<file path="src/rtl/corefifo_ptr_sync_mc.sv">
// Multi-channel N-stage Gray pointer synchronizer for the destination domain of an async FIFO.
// Per channel: resync chain, registered binary view, change pulse and sticky illegal-transition flag.

module corefifo_ptr_sync_lane #(
    parameter int NUM_STAGES = 2,
    parameter int W          = 4
) (
    input  logic         clk,
    input  logic         arstn,
    input  logic         srstn,
    input  logic         ready,
    input  logic         err_clr,
    input  logic [W-1:0] inp,
    output logic [W-1:0] sync_gray,
    output logic [W-1:0] sync_bin,
    output logic         chg,
    output logic         err
);
    logic [NUM_STAGES-1:0][W-1:0] chain;
    logic [W-1:0]                 prev;
    logic [W-1:0]                 diff;
    logic                         multi;

    function automatic logic [W-1:0] gray2bin(input logic [W-1:0] g);
        logic [W-1:0] b;
        b[W-1] = g[W-1];
        for (int i = W - 2; i >= 0; i--) b[i] = b[i+1] ^ g[i];
        return b;
    endfunction

    assign sync_gray = chain[NUM_STAGES-1];
    assign diff      = sync_gray ^ prev;

    // multi registers the >1-bit test so err lands one edge after chg;
    // x & (x-1) is non-zero exactly when more than one bit is set.
    always_ff @(posedge clk or negedge arstn) begin
        if (!arstn) begin
            chain    <= '0;
            prev     <= '0;
            sync_bin <= '0;
            chg      <= 1'b0;
            multi    <= 1'b0;
            err      <= 1'b0;
        end else if (!srstn) begin
            chain    <= '0;
            prev     <= '0;
            sync_bin <= '0;
            chg      <= 1'b0;
            multi    <= 1'b0;
            err      <= 1'b0;
        end else begin
            chain    <= {chain[NUM_STAGES-2:0], inp};
            prev     <= sync_gray;
            sync_bin <= gray2bin(sync_gray);
            chg      <= (sync_gray != prev);
            multi    <= ready && (|(diff & (diff - 1'b1)));
            err      <= multi | (err & ~err_clr);
        end
    end
endmodule

module corefifo_ptr_sync_mc #(
    parameter int NUM_STAGES = 2,
    parameter int ADDRWIDTH  = 3,
    parameter int NUM_CH     = 1
) (
    input  logic                            clk,
    input  logic                            arstn,
    input  logic                            srstn,
    input  logic [NUM_CH*(ADDRWIDTH+1)-1:0] inp,
    input  logic                            err_clr,
    output logic [NUM_CH*(ADDRWIDTH+1)-1:0] sync_gray,
    output logic [NUM_CH*(ADDRWIDTH+1)-1:0] sync_bin,
    output logic [NUM_CH-1:0]               chg,
    output logic [NUM_CH-1:0]               err,
    output logic                            ready
);
    localparam int W  = ADDRWIDTH + 1;
    localparam int CW = $clog2(NUM_STAGES + 2);

    if (NUM_STAGES < 2 || NUM_STAGES > 4) begin : g_bad_stages
        $error("corefifo_ptr_sync_mc: NUM_STAGES must be 2..4");
    end
    if (NUM_CH < 1 || NUM_CH > 8) begin : g_bad_ch
        $error("corefifo_ptr_sync_mc: NUM_CH must be 1..8");
    end

    logic [CW-1:0] cnt;

    // Start-up qualifier: saturates once the chains have flushed the reset zeros.
    always_ff @(posedge clk or negedge arstn) begin
        if (!arstn)      cnt <= '0;
        else if (!srstn) cnt <= '0;
        else if (!ready) cnt <= cnt + 1'b1;
    end

    assign ready = (cnt == CW'(NUM_STAGES + 1));

    for (genvar c = 0; c < NUM_CH; c++) begin : g_lane
        corefifo_ptr_sync_lane #(
            .NUM_STAGES(NUM_STAGES),
            .W         (W)
        ) u_lane (
            .clk      (clk),
            .arstn    (arstn),
            .srstn    (srstn),
            .ready    (ready),
            .err_clr  (err_clr),
            .inp      (inp[c*W +: W]),
            .sync_gray(sync_gray[c*W +: W]),
            .sync_bin (sync_bin[c*W +: W]),
            .chg      (chg[c]),
            .err      (err[c])
        );
    end
endmodule

</file>
<file path="config.mk">
export PLATFORM = sky130hd
export DESIGN_NAME = corefifo_ptr_sync_mc
export DESIGN_NICKNAME = d
export VERILOG_FILES = /design/src/rtl/corefifo_ptr_sync_mc.sv
export SDC_FILE = /design/constraint.sdc
export NUM_CORES = 1
export LEC_CHECK = 0
export ABC_CLOCK_PERIOD_IN_PS = 1450
export CAP_MARGIN = 5
export CORE_MARGIN = 3
export CORE_UTILIZATION = 47
export CTS_CLUSTER_SIZE = 12
export DETAILED_ROUTE_END_ITERATION = 12
export PLACE_DENSITY = 0.87
export SETUP_SLACK_MARGIN = 0.4
export SLEW_MARGIN = 20
export SYNTH_ARGS = -nofsm -noshare
export SYNTH_HDL_FRONTEND = slang
export SYNTH_SLANG_ARGS = --single-unit
export TNS_END_PERCENT = 1
</file>
<file path="constraint.sdc">
create_clock -name clk -period 1.45 [get_ports clk]
set_clock_uncertainty 0.1 [all_clocks]
set_input_delay 0.29 -clock clk [delete_from_list [all_inputs] [get_ports clk]]
set_output_delay 0.29 -clock clk [all_outputs]
set_load 0.005 [all_outputs]
</file>
==> results.toml <==
[placement]
gp_congestion = 0.738
dp_slack_ps = 41.3
dp.cells = 94
dp.final_hpwl_um = 891
io_buffers = 18

[synthesis]
ys.flop_type = "dfrtp_1"
synthAdderAreaFrac_pct = 1.53
synth-async-reset-ratio_pct = 100
syn_area_um2 = 820
synthMuxAreaShare_pct = 1.22
synth-compound-area-share_pct = 4.27
synth-edff-count = 0
synth_xor_xnor_area_share_pct = 10.4
synth_top_family_by_area = "simple AND/OR/NAND/NOR gates"
synth_nets = 71
avgSynthCellArea_um2 = 13.2
ys_types = 18
synth-simple-area-share_pct = 16.0
synthCells = 62
ys_seq_area_share_pct = 61.1
ys_warn_count = 0
synth-seq-cells = 20

[setup_path]
worst-path-buf-inv = 1
arrival_ps = 1500
cpLargestDelayFamily = "XOR/XNOR gates"
path_cells = "buf_6, xor3_1, xor2_1, and2_1"
end_kind = "flop"
cp_slowest_cell = "dfrtp_1"
worstPathRequired_ps = 1540
crit_path_start_kind = "flop"
cpPeakStageDelay_ps = 400
worstPathMaxFanout = 4
critPathKind = "reg -> reg"

[clock_network]
cts_inserted_buffers = 3
cts-root-buf = "clkbuf_4"
clockBufferDepth = 2
htree_levels = 1
clk_pin_slew_ps = 110
cts_tree = "done"
clock-sinks = 20
clock_latency_ps = 290

[finish]
final_common_cell = "dfrtp_1"
fin_cells = 104
final_cell_mix = "dfrtp_1 (20), and2_1 (14), dlygate4sd2_1 (10)"
syn_to_final_growth_pct = 34.8
diodes = 0
drive_above_1_share_pct = 22.7
nets = 98

[detailed_routing]
drtAntennaViolNets = 0
route.detailed.drc = 0
drtPass1Iterations = 2
wirelength_mm = 1.27
drtIter0Drc = 4
dr_total_vias = 527
wl_per_cell_um = 12.2
viasPerCell = 5.07

[die]
dieArea_mm2 = 0.00228
die_w_um = 47.8
ios = 19
coreArea_mm2 = 0.00158
num_rows = 14
initial_core_util_pct = 52.0
die-height_um = 47.8

[global_route]
grt_max_degree = 21
grt_pass1_wl_mm = 2.16
antenna_found_initial = 0
grt_util_all_layers_pct = 13.8
grt_pass1_vias = 527
globalRoute.totalOverflow = 0

[timing]
fin_tns_setup_ps = 0
worstMarginPinSlew_ps = 315
maxSlewHeadroom_pct = 79.0
grt_setup_unrepaired = "yes"
fin_crit_sh_pct = 97.3
fin_crit_ps = 1410
max_freq_mhz = 709
hold_viol = 0
slew_violations = 0
setup_violations = 0
fin_ws_ps = 38.9

[pwr]
vdd_drop_max_mv = 0.616
netSwitchingFraction_pct = 22.3
p_clk_share_pct = 28.4
power_density_mw_per_mm2 = 985
p_leak_uw = 0.000584
p_int_uw = 846
seqPwrFrac_pct = 55.6
pwr-share-comb_pct = 15.9
net-switching-power_uw = 242

[min_path]
hold_class = "in -> async"

[run]
maxCapViolCount = 0

[status]
status = "completed"
per-stage QoR:
step | cell area, um2 | hold slack [ps] | power [uW] | util [%]
after global placement | 1010 | 336 | 776 | 64.2
after detailed placement | 1010 | 345 | 783 | 64.2
final | 1100 | 218 | 1090 | 70.1
after floorplan | 820 | -106 | 700 | -
after global routing | 1100 | 223 | 1150 | 70.1
after CTS | 1080 | 224 | 1100 | 68.7
sequential cells by signal, indices dropped and copies added, names as in the netlist:
name	count
g_lane.u_lane.chain	4
g_lane.u_lane.prev	4
g_lane.u_lane.sync_gray	4
g_lane.u_lane.sync_bin	3
cnt	2
g_lane.u_lane.chg	1
g_lane.u_lane.err	1
g_lane.u_lane.multi	1
cells by family after synthesis:
| logic type | Yosys count |
|---|---|
| and+or+nand+nor | 21 |
| adders and majority gates | 1 |
| buffers and inverters | 7 |
| muxes | 1 |
| AOI/OAI and AO/OA | 4 |
| DFF | 20 |
| xor gates and xnor gates | 8 |
routing by layer:
metal | track usage (%) | wire length [um]
met4 | 6.45 | 14
met2 | 24.8 | 697
met5 | 0 | 0
met3 | 3.76 | 69
met1 | 14.9 | 484
Yosys cell counts, types with 2 or more instances:
| cell type | count | area share [%] |
|---|---|---|
| clkbuf_1 | 2 | 0.92 |
| and2_1 | 14 | 11 |
| buf_4 | 5 | 4.6 |
| dfrtp_1 | 20 | 61 |
| and2_2 | 2 | 1.8 |
| xor2_1 | 6 | 6.4 |
| nor2b_1 | 2 | 1.5 |
worst paths after layout:
kind,slack [ps],cells after the start,end,start
setup / recovery,40,4,g_lane[0].u_lane.sync_bin[0],g_lane[0].u_lane.sync_gray[3]
hold / removal,220,2,g_lane[0].u_lane.chg,arstn
setup reg to reg,40,4,g_lane[0].u_lane.sync_bin[0],g_lane[0].u_lane.sync_gray[3]
hold reg to reg,360,1,g_lane[0].u_lane.sync_gray[1],g_lane[0].u_lane.chain[1]
max in group asynchronous,820,2,g_lane[0].u_lane.chain[0],arstn
min in group clk,360,1,g_lane[0].u_lane.sync_gray[1],g_lane[0].u_lane.chain[1]
power groups by stage:
stage | Combinational (uW) | Clock, uW | Sequential [uW]
after floorplan | 80.8 | 0 | 619
after detailed placement | 163 | 0 | 621
after CTS | 172 | 321 | 605
after global placement | 157 | 0 | 618
after global routing | 195 | 349 | 608
final | 173 | 309 | 605
cell type report:
| type | count | area [um2] |
|---|---|---|
| clock buffers | 4 | 36.3 |
| fillers | 130 | 472 |
| multi-input cells | 35 | 295 |
| flip-flops and latches | 20 | 500 |
| well taps | 16 | 20.0 |
| repair buffers | 29 | 253 |
repair_timing:
item	4_1_cts	5_1_grt
pin swaps	4	2
hold buffers	0	0
setup buffers	6	0
setup endpoints to repair	18	22
gates resized for setup	16	3
(Power assumes the default switching activity.)
